===== src/rtl/m3_six_step_commutator.sv =====
// m3_six_step_commutator: six-step 3-phase gate sequencer with dead time and per-round pulse.
// One counter spans the whole step (dead time included); DEAD ends once DEAD_CYC counts have elapsed.
module m3_six_step_commutator #(
    parameter int PERIOD_W   = 32,
    parameter int DEAD_CYC   = 8,
    parameter int PERIOD_MIN = 40
) (
    input  logic                clkI,
    input  logic                rstI,
    input  logic                workingI,
    input  logic                forceStopI,
    input  logic                invRotateI,
    input  logic [PERIOD_W-1:0] roundLenI,
    output logic [2:0]          phaseHiO,
    output logic [2:0]          phaseLoO,
    output logic [2:0]          stepO,
    output logic                nextRoundO,
    output logic                runningO
);
    typedef enum logic [1:0] {IDLE, DEAD, DRIVE, STOP} state_t;
    localparam int FLOOR_I = PERIOD_MIN > 2*DEAD_CYC ? PERIOD_MIN : 2*DEAD_CYC;
    localparam logic [PERIOD_W-1:0] FLOOR  = PERIOD_W'(FLOOR_I);
    localparam logic [PERIOD_W-1:0] DEAD_W = PERIOD_W'(DEAD_CYC);
    localparam logic [PERIOD_W-1:0] ONE    = PERIOD_W'(1);
    state_t r_state, w_nxt;
    logic [PERIOD_W-1:0] r_cnt, r_len, w_len, w_cnt_nxt, w_len_nxt;
    logic [2:0] r_round, w_round_nxt, w_step_nxt, w_hi, w_lo;
    logic w_wrap;
    assign w_len = roundLenI > FLOOR ? roundLenI : FLOOR;
    always_comb begin
        w_nxt       = r_state;
        w_cnt_nxt   = r_cnt;
        w_len_nxt   = r_len;
        w_step_nxt  = stepO;
        w_round_nxt = r_round;
        w_wrap      = 1'b0;
        if (forceStopI || !workingI || r_state == STOP) begin
            w_nxt       = forceStopI ? STOP : IDLE;
            w_cnt_nxt   = '0;
            w_step_nxt  = 3'd0;
            w_round_nxt = 3'd0;
        end else if (r_state == IDLE || r_cnt == '0) begin
            // Step boundary: new length is sampled here and only here
            w_nxt     = DEAD;
            w_len_nxt = w_len;
            w_cnt_nxt = w_len - ONE;
            if (r_state != IDLE) begin
                w_step_nxt  = invRotateI ? (stepO == 3'd0 ? 3'd5 : stepO - 3'd1)
                                         : (stepO == 3'd5 ? 3'd0 : stepO + 3'd1);
                w_round_nxt = r_round == 3'd5 ? 3'd0 : r_round + 3'd1;
                w_wrap      = r_round == 3'd5;
            end
        end else begin
            w_cnt_nxt = r_cnt - ONE;
            if (r_state == DEAD && r_cnt == r_len - DEAD_W) w_nxt = DRIVE;
        end
    end
    assign w_hi = w_step_nxt < 3'd2 ? 3'b001 : w_step_nxt < 3'd4 ? 3'b010 : 3'b100;
    assign w_lo = (w_step_nxt == 3'd1 || w_step_nxt == 3'd2) ? 3'b100 :
                  (w_step_nxt == 3'd3 || w_step_nxt == 3'd4) ? 3'b001 : 3'b010;
    always_ff @(posedge clkI or posedge rstI) begin
        if (rstI) begin
            r_state    <= IDLE;
            r_cnt      <= '0;
            r_len      <= '0;
            r_round    <= 3'd0;
            stepO      <= 3'd0;
            phaseHiO   <= 3'b000;
            phaseLoO   <= 3'b000;
            nextRoundO <= 1'b0;
            runningO   <= 1'b0;
        end else begin
            r_state    <= w_nxt;
            r_cnt      <= w_cnt_nxt;
            r_len      <= w_len_nxt;
            r_round    <= w_round_nxt;
            stepO      <= w_step_nxt;
            phaseHiO   <= w_nxt == DRIVE ? w_hi : 3'b000;
            phaseLoO   <= w_nxt == DRIVE ? w_lo : 3'b000;
            nextRoundO <= w_wrap;
            runningO   <= w_nxt == DEAD || w_nxt == DRIVE;
        end
    end
endmodule

===== config.mk =====
export PLATFORM = sky130hd
export DESIGN_NAME = m3_six_step_commutator
export DESIGN_NICKNAME = d
export VERILOG_FILES = /design/src/rtl/m3_six_step_commutator.sv
export SDC_FILE = /design/constraint.sdc
export NUM_CORES = 1
export LEC_CHECK = 0
export BUFFER_PORTS_ARGS = -buffer_cell sky130_fd_sc_hd__buf_2
export CORE_ASPECT_RATIO = 1.25
export CORE_UTILIZATION = 40
export CTS_CLUSTER_SIZE = 40
export DETAILED_ROUTE_END_ITERATION = 12
export GPL_TIMING_DRIVEN = 0
export SLEW_MARGIN = 20
export SYNTH_ARGS = -nofsm -noshare
export SYNTH_HDL_FRONTEND = slang
export SYNTH_SLANG_ARGS = --single-unit

===== constraint.sdc =====
create_clock -name clkI -period 4.9 [get_ports clkI]
set_clock_uncertainty 0.2 [all_clocks]
set_input_delay 0.245 -clock clkI [delete_from_list [all_inputs] [get_ports clkI]]
set_output_delay 0.245 -clock clkI [all_outputs]
set_load 0.02 [all_outputs]

Yosys cells after proc, flatten, opt, wreduce, memory -nomap -nowiden --
Index checks and enable logic that the tools add are counted. W data, S select, Z words.
Cells by class: add/subtract/negate cells 6, magnitude comparators 3, eq/ne operators 11, mux-type cells 26, bitwise logic cells 1, reduce and logical (&&, ||, !) cells 16
Operator list (count):
- $mux W32 | 3
- $sub A32 B1 Y32 const B | 2
- $mux W3 | 15
- $eq A32 B32 Y1 | 1
- $gt A32 B6 Y1 const B | 1
- $logic_not A32 Y1 | 1
- $sub A32 B4 Y32 const B | 1
- $mux W2 | 5
- $eq A3 B3 Y1 const B | 3
- $add A3 B1 Y3 const B | 2
- $eq A3 B2 Y1 const B | 2
- $logic_or A1 B1 Y1 | 6
- $reduce_bool A2 Y1 | 3
- $eq A2 B1 Y1 const B | 2
- $eq A2 B2 Y1 const B | 2
- $reduce_and A2 Y1 | 2
- $eq A3 B1 Y1 const B | 1
- $logic_not A3 Y1 | 1
- $lt A3 B2 Y1 const B | 1
- $lt A3 B3 Y1 const B | 1
- $mux W1 | 3
- $sub A3 B1 Y3 const B | 1
- $logic_not A2 Y1 | 1
- $logic_and A1 B1 Y1 | 1
- other kinds (2) | 2
Word-level totals: register bits after elaboration 80, input bits 37, logic and storage cells 72

Depth between registers and ports, before layout --
Gate-level depths: netlist of run 1.
depth in word-level cells 11, gate-level depth with buffers 18

Worst setup path after synthesis of run 1 --
Ideal clock, no wire load.
path type reg-to-reg, start point register r_cnt[11], end point register r_cnt[28], setup time 132 ps, arrival time 3724 ps, setup slack 844 ps, stages on the path, launching flop included 17, buffers on the path 4, clock period less this slack 4056 ps, cell sequence dfrtp_1 -> buf_2 -> or4_4 -> nor4_4 -> a31oi_1 -> clkbuf_1 -> clkbuf_1 -> a21oi_1 -> ha_1 -> nand4_1 -> a311oi_1 -> a41oi_2 -> or2_1 -> buf_2 -> nor3b_2 -> xor2_1 -> nor2_1
On the way: longest elaborated chain between the ends 4, elaborated cells on any way between the ends 5, those cells by class add/sub: 1; mux: 2; reduce/logical: 2
RTL lines:
- start, declared | RTL line 26 | logic [PERIOD_W-1:0] r_cnt, r_len, w_len, w_cnt_nxt, w_len_nxt;
- start signal, assigned | RTL line 74 | r_cnt <= w_cnt_nxt;
- branches (longest 2 deep; another with $sub A32 B1 Y32)
- $mux W32 (*) | RTL line 42 | end else if (r_state == IDLE || r_cnt == '0) begin
- $mux W32 (*) | RTL line 37 | if (forceStopI || !workingI || r_state == STOP) begin
- net w_cnt_nxt[28] | RTL line 26
Mark *: on every way through the listed nets, which the timed path passes. A chain may end at the register's enable or synchronous reset.

Worst setup path after layout of run 1 --
start point register r_cnt[22], end point register r_cnt[28]
The elaborated chain is that of the path after synthesis.

==> impl_summary.md, run 1 <==
Cells and area
The final-layout fill cell count is ~1.3k. The area growth from synthesis to layout is 20.8%. The count of nets after finishing is 811. The number of antenna diodes in the final layout is 0. Of the cells placed in the final design, the portion with a size suffix greater than 1 is 13.8%.

GRT
Global routing used 26.6% of the available tracks. The number of antenna violations at the first check in global routing is 0. Global routing used roughly 3.7% of the available met3 tracks. The via count of the first global-routing pass was roughly 5.5k.

The met2 global-route usage is 45.3%. The most utilized layer in the global route result is met2. The global-route congestion overflow total is 0. The wire length of the first global-routing pass is 29,300 um. The maximum number of pins on one net before global-route repair is 46. For this run, global-route usage on met1 was measured as roughly 33%.

Yosys
The mean cell area of the mapped netlist is slightly above 8 um2. Yosys printed 0 warnings. Counting flops with a built-in enable in the synthesized netlist gives 0.

The fraction of registers with async set or reset after synthesis is 100%. The synthesized design contains 80 register bits. In the synthesized netlist the dominant register cell turns out to be dfrtp_1. The number of instances in the synthesized netlist is slightly below 700. The number of different library cells used by synthesis comes to 70. The share of synthesized area occupied by flip-flops and latches is 35.6%. The synthesized netlist occupies a cell area of 5630 um2. The synthesized netlist net count is 724.

CTS
The clock transition at the register clock pins on the worst setup and hold paths after CTS is about 60 ps. The cell chosen for the clock root is clkbuf_16. The buffer levels on the longest clock path is 2.

The total clock sinks is 80. The deepest level of the CTS H-tree is 3. The number of clock buffers added by TritonCTS is 9. The later pin in the worst-skew pair is clocked with a latency of roughly 360 ps. TritonCTS built the clock tree.

Detailed routing
The first routing iteration left 348 violations. The via density per instance is approximately 5.7. In the final routed layout, each cell accounts on average for 19.0 um. In the routed design, unresolved DRC markers number 0.

Before antenna repair, the detailed router went through 5 iterations. The detail route stage leaves a number of antenna-violating nets equal to 0. The overall via count from detail_route is 5,440.

The total wire length after detailed routing is roughly 18,000 um.

Timing
Setup violations remaining at the end of the flow were counted as 0. The top achievable clock speed is 214 MHz. The tightest hold path in the finished design has a slack of between 0.5 and 0.6 ps. The normalized max-slew margin is around 30%. The transition time at the pin with the least slew margin is 1050 ps. For the final routed database, the setup TNS stands at 0 ps. After layout, the minimum clock period comes to 4670 ps. Setup repair after global routing left no endpoint under its margin. The part of the cycle the worst path needs is between 90% and 100%. The count of final hold-check violations was 0.

The final number of max-transition violations is 0.

Worst setup path
The critical path goes through or4_4 > nor4_4 > a31oi_4 > buf_2 > a21oi_1 > ha_2 > nand4_1 > a311oi_2 > a41oi_4 > or2_1 > buf_2 > nor3b_2 > xor2_1 > nor2_1. The startpoint type of the worst setup path is a flip-flop. The worst setup path is captured at a flip-flop. The arrival time at the worst endpoint is ~4700 ps. The type of the setup path with the least slack is reg -> reg. The critical path required time is about 5000 ps. The most numerous cell on the critical path is buf_2. Of all nets on the critical path, the largest fanout is 19. The worst reg-to-reg path cell count is 14. The standard cell with the maximum stage delay on the critical path is or4_4. In this design, the stage delay of the slowest critical-path cell is just over 600 ps.

Die
The site row count is between 40 and 50. During I/O placement, the number of pins put on the boundary was between 40 and 50. The effective utilization at floorplan is approximately 40%. The die outline width is 108 um. The floorplan step defined a die boundary enclosing 14,600 um2.

The core region is between 10,000 and 15,000 um2. From bottom edge to top edge, the die measures 135 um.

Run status
The flow ran to the end, and the final reports show no timing, DRC or antenna violations.

Placement
Routability-driven placement finished with a final weighted congestion of slightly above 0.9. Detailed placement ended at an HPWL of ~14,000 um. The count of input and output buffers is 47.

Worst hold path
The path class of the tightest hold or removal check is in -> reg. The hold path depth is 3.

Run
Max-cap violations in this run came to 0.
synth_stat cells (3+ instances only):
cell type | count | area, um2
buf_2 | 6 | 30.0
nor4_1 | 21 | 131
o21ai_0 | 24 | 120
nor3_1 | 33 | 165
a21oi_1 | 36 | 180
a31oi_1 | 7 | 43.8
mux2i_1 | 23 | 230
clkbuf_1 | 23 | 86.3
nand4b_1 | 8 | 70.1
nand2b_1 | 4 | 25.0
a211oi_1 | 9 | 67.6
xnor2_1 | 47 | 412
o31ai_1 | 4 | 30.0
nor2b_1 | 5 | 31.3
nor4_4 | 3 | 63.8
or4_1 | 7 | 52.6
xor2_1 | 23 | 201
dfrtp_1 | 80 | 2000
or3_1 | 12 | 75.1
nand2_1 | 118 | 443
and4_1 | 3 | 26.3
a211o_1 | 3 | 26.3
nor4b_1 | 4 | 35.0
nor2_1 | 74 | 278
inv_1 | 16 | 60.1
nand3_1 | 13 | 65.1
and3_1 | 10 | 62.6
nand4_1 | 7 | 43.8
o22ai_1 | 4 | 25.0
o21a_1 | 3 | 22.5
ha_1 | 4 | 50.1
or2_2 | 3 | 18.8
metal layers:
layer	share of wire, %	vias up
met5	0	-
met4	3.5	0
met3	4.0	35
met2	50	175
met1	42	2633
li1	-	2597
critical path: cells and delay by family (launching register included):
kind	cells	cell delay [ps]
AOI/OAI and AO/OA	4	980
and+or+nand+nor	6	1860
xor gates and xnor gates	1	170
DFF	1	470
adders and majority gates	1	300
buffers and inverters	2	510
flip-flops by register name (all words and copies together), names as in the netlist:
signal      cells
r_len          32
r_round         3
phaseHiO        3
runningO        1
r_state         2
phaseLoO        3
nextRoundO      1
stepO           3
r_cnt          32
cell usage in the layout (no fill, tap or decap), drive strengths merged, types with 13 or more instances in the layout:
cell type    netlist  layout
nor4              25      25
xnor2             47      47
xor2              23      23
nand3             13      13
nand2            118     118
nor2              74      74
mux2i             24      24
dfrtp             80      80
inv               16      19
nor3              34      34
a21oi             36      36
clkbuf            23      31
buf                9      59
dlygate4sd3        0      29
o21ai             24      24
path summary, 6_finish.rpt:
check | slack, ps | startpoint | end
min reg2reg | 290 | r_round[1] | nextRoundO
max reg2reg | 230 | r_cnt[22] | r_cnt[28]
min | 0.6 | roundLenI[0] | r_len[0]
max in group asynchronous | 3600 | rstI | r_len[15]
max | 230 | r_cnt[22] | r_cnt[28]
min in group asynchronous | 280 | rstI | r_cnt[28]
final cells by class:
type                    count  area [um2]  area share (%)
multi-input cells         555        3500            51.5
flip-flops and latches     80        2000            29.4
repair buffers             78         561            8.24
clock buffers              11         253            3.72
well taps                 175         219            3.22
plain buffers              30         141            2.08
inverters                  16        62.6           0.920
clock inverters             5        61.3           0.901
cell families (layout without fill, tap and decap cells):
| family | count (synthesis) | in the layout | share of synthesized area, % |
|---|---|---|---|
| multiplexers | 25 | 25 | 4.53 |
| buffers and inverters | 48 | 140 | 3.67 |
| AND/OR/NAND/NOR | 344 | 344 | 31.4 |
| adder cells (fa/ha/maj) | 4 | 4 | 0.889 |
| XOR/XNOR | 70 | 70 | 10.9 |
| AO/OA/AOI/OAI | 112 | 112 | 13.1 |
| flip-flops | 80 | 80 | 35.6 |
timing repair:
action | in CTS | in global routing
buffers inserted | 1 | 0
endpoints found under the hold margin | 64 | 0
hold buffers | 29 | 0
setup endpoints to repair | 11 | 8
pin swaps | 1 | 2
gates resized for setup | 9 | 7
stage by stage:
| stage | setup WS [ps] | instances | utilization (%) | instance area [um2] |
|---|---|---|---|---|
| 2_1_floorplan | 844 | 683 | - | 5630 |
| 3_3_place_gp | -1030 | 905 | 44.2 | 6080 |
| 3_5_place_dp | -1100 | 906 | 44.5 | 6110 |
| 4_1_cts | 20.1 | 951 | 49.2 | 6770 |
| 5_1_grt | 13.6 | 950 | 49.5 | 6800 |
| 6_report | 234 | 950 | 49.5 | 6800 |
Power of run 1 is left out: the tool's default activity adds up to more than one toggle a clock period on the data nets, which glitch-free logic cannot reach.
==> run 2, diff against run 1 <==
- CORE_MARGIN: default -> 2
==> run 2 against run 1 <==
Net effect: count of clock-buffer cells in the layout decreased by 2; final area increased by 0.53%; hold slack improved by 8.4 ps; critical path depth increased by 3; routed wire length increased by 3.4%; utilization about the same; first-iteration DRC count increased by 20%; non-clock buffer count increased by 1; critical endpoint is now r_cnt[30]; largest cell class unchanged.
==> impl_summary.md, run 2 (synthesized netlist as in run 1, its figures left out) <==
CTS
The deepest level of the CTS H-tree is 3 (unchanged). The cell chosen for the clock root is clkbuf_16. The TritonCTS clock tree is done. The clock latency at the later pin of the worst-skew pair is 350 ps (about the same).

The clock transition at the register clock pins on the worst setup and hold paths after CTS is 60 ps (about the same). The total clock sinks was 80 (unchanged). The clock buffer count from CTS is 9 (unchanged). The buffer levels on the longest clock path is 2 (unchanged).

Die
The total core area is 13,800 um2 (+0.44%). The vertical extent of the die is 137 um (+1.5%). The die outline width is 110 um (+1.9%).

The effective utilization at floorplan is 40.8% (-0.18 points). The floorplan die area is 15,000 um2 (+3.4%). The site row count is 48 (unchanged).

The number of primary I/O pins is 48 (unchanged).

Worst setup path
The worst setup path is captured at a flip-flop. Tracing the worst setup path back leads to its startpoint at roundLenI[11]. The peak fanout along the critical path is 8 (-11). The critical path is of the in -> reg type. STA classifies the critical path startpoint as a primary input.

The arrival time at the worst endpoint is 4700 ps (about the same). The critical path required time is 4920 ps (about the same). The worst register-to-register path begins at r_cnt[11].

Timing
The final critical path time including I/O delays and setup came to 4690 ps (+23.2 ps). The part of the cycle the worst path needs was 95.7% (+0.47 points). The normalized max-slew margin is 46.1% (+17 points). The transition time at the pin with the least slew margin came to 803 ps (-242 ps). The final number of max-transition violations was 0 (unchanged). The top achievable clock speed is 213 MHz (-0.49%).

The count of final hold-check violations was 0 (unchanged). The total of endpoints with negative setup slack in the final report is 0 (unchanged). Setup repair after global routing left no endpoint under its margin.

Cells and area
Leaving out fill and tap cells, the most frequent cell in the layout is nand2_1. The top cell types in the final layout, fill and taps aside, are 118 x nand2_1, 80 x dfrtp_1, 73 x nor2_1. The antenna diode count came to 0 (unchanged). The fraction of final layout cells sized beyond drive strength 1 came to 14.3% (+0.50 points). The post-route core utilization is 49.5% (about the same). The area added between synthesis and finish is 21.5%. In the final layout, the registers with the most flip-flops are r_cnt: 32 flops, r_len: 32 flops. The final-layout fill cell count is 1,375 (+3.1%). The count of nets after finishing is 812 (+0.12%).

Detailed routing
The first-iteration detailed-routing DRC count was 417 (+20%). The first-pass iteration count of the detailed router is 5 (unchanged). The via density per instance came to 5.86 (+2.4%). The number of DRC violations after detailed routing was 0 (unchanged). The antenna violation net count after detailed routing came to 0 (unchanged).

The total wire length after detailed routing is 18,700 um (+3.4%). The routed length per instance is 19.6 um (+3.3%). The overall via count from detail_route was 5,575 (+2.5%).

GRT
The global-route congestion overflow total is 0 (unchanged). The total routing resource utilization after global routing came to 25.9% (-0.67 points). The number of antenna violations at the first check in global routing is 0 (unchanged). The via count of the first global-routing pass is 5,401 (-1.1%).

The wire length of the first global-routing pass came to 29,400 um (+0.59%). The maximum number of pins on one net before global-route repair came to 52 (+13%).

Run
The total of max-cap violations is 0 (unchanged).

Worst hold path
The launch point of the worst hold path is roundLenI[22]. The worst hold path belongs to the class in -> reg.

Run status
The run finished with clean final reports.

Placement
The detailed-placement wirelength estimate is 13,800 um (+1.2%). The count of input and output buffers is 47 (unchanged). The final weighted congestion in routability-driven placement is 1.00 (+10%).
## run 2: cell count changes in the layout (fill, tap and decap cells not counted), moves of 2 or more
cell       before  now
nor4b_2         0    2
nor4_2          2    4
nor4b_1         4    2
clkinv_4        0    2
bufinv_16       1    3
inv_6           3    0
clkbuf_8        2    0
## run 2: final timing paths
path,to,slack [ps],depth (start not counted)
worst max-delay path,r_cnt[30],210,17
worst min-delay path,r_len[22],9,3
worst max register to register,r_cnt[30],210,14
worst min register to register,nextRoundO,290,1
max in group asynchronous,r_cnt[10],3660,4
min in group asynchronous,r_cnt[27],250,3
## run 2: through the flow
stage                     setup slack (ps)  hold WS (ps)  instances  TNS [ps]  area, um2
after floorplan                        844           150        683         0       5630
after global placement               -1070           271        905     -7810       6080
after detailed placement             -1070          88.0        906     -7840       6110
after CTS                             19.3          9.44        952         0       6810
after global routing                  3.86          40.7        951         0       6840
final                                  211          8.95        951         0       6840
## run 2: timing repair
item	CTS	global route
pin swaps	1	1
hold buffers	30	0
endpoints found under the setup margin	11	10
gates cloned	0	0
resized for setup	9	8
hold endpoints to repair	58	0
buffers inserted	1	0
## run 2: worst max-delay path: stages
cell and delay (ps):
dlygate4sd3_1 530, buf_2 150, or4_1 600, nor3_2 250, and4_2 340, nand2_1 160, nand2_1 130, nor2_1 40
a21oi_1 220, ha_2 320, nand4_1 250, a311oi_2 360, a41oi_2 160, nor4_2 590, nand2_1 120, xnor2_1 180
nor2_1 50
## run 2: area by class of cell
cell class	count	area, um2	area share [%]
flip-flops and latches	80	2000	29.3
inverters	16	62.6	0.915
multi-input cells	555	3500	51.1
clock inverters	7	120	1.76
repair buffers	79	571	8.34
clock buffers	9	225	3.29
well taps	175	219	3.20
plain buffers	30	144	2.10
## run 2: routing by layer
layer | up-vias | track usage (%) | wire length (um) | share of wire [%]
li1 | 2602 | - | - | -
met1 | 2721 | 32.8 | 7780 | 42
met2 | 215 | 43.5 | 9330 | 50
met3 | 37 | 3.86 | 984 | 5.3
met4 | 0 | 11.5 | 576 | 3.1
met5 | - | 0 | 0 | 0
Power of run 2 is left out for the same reason.
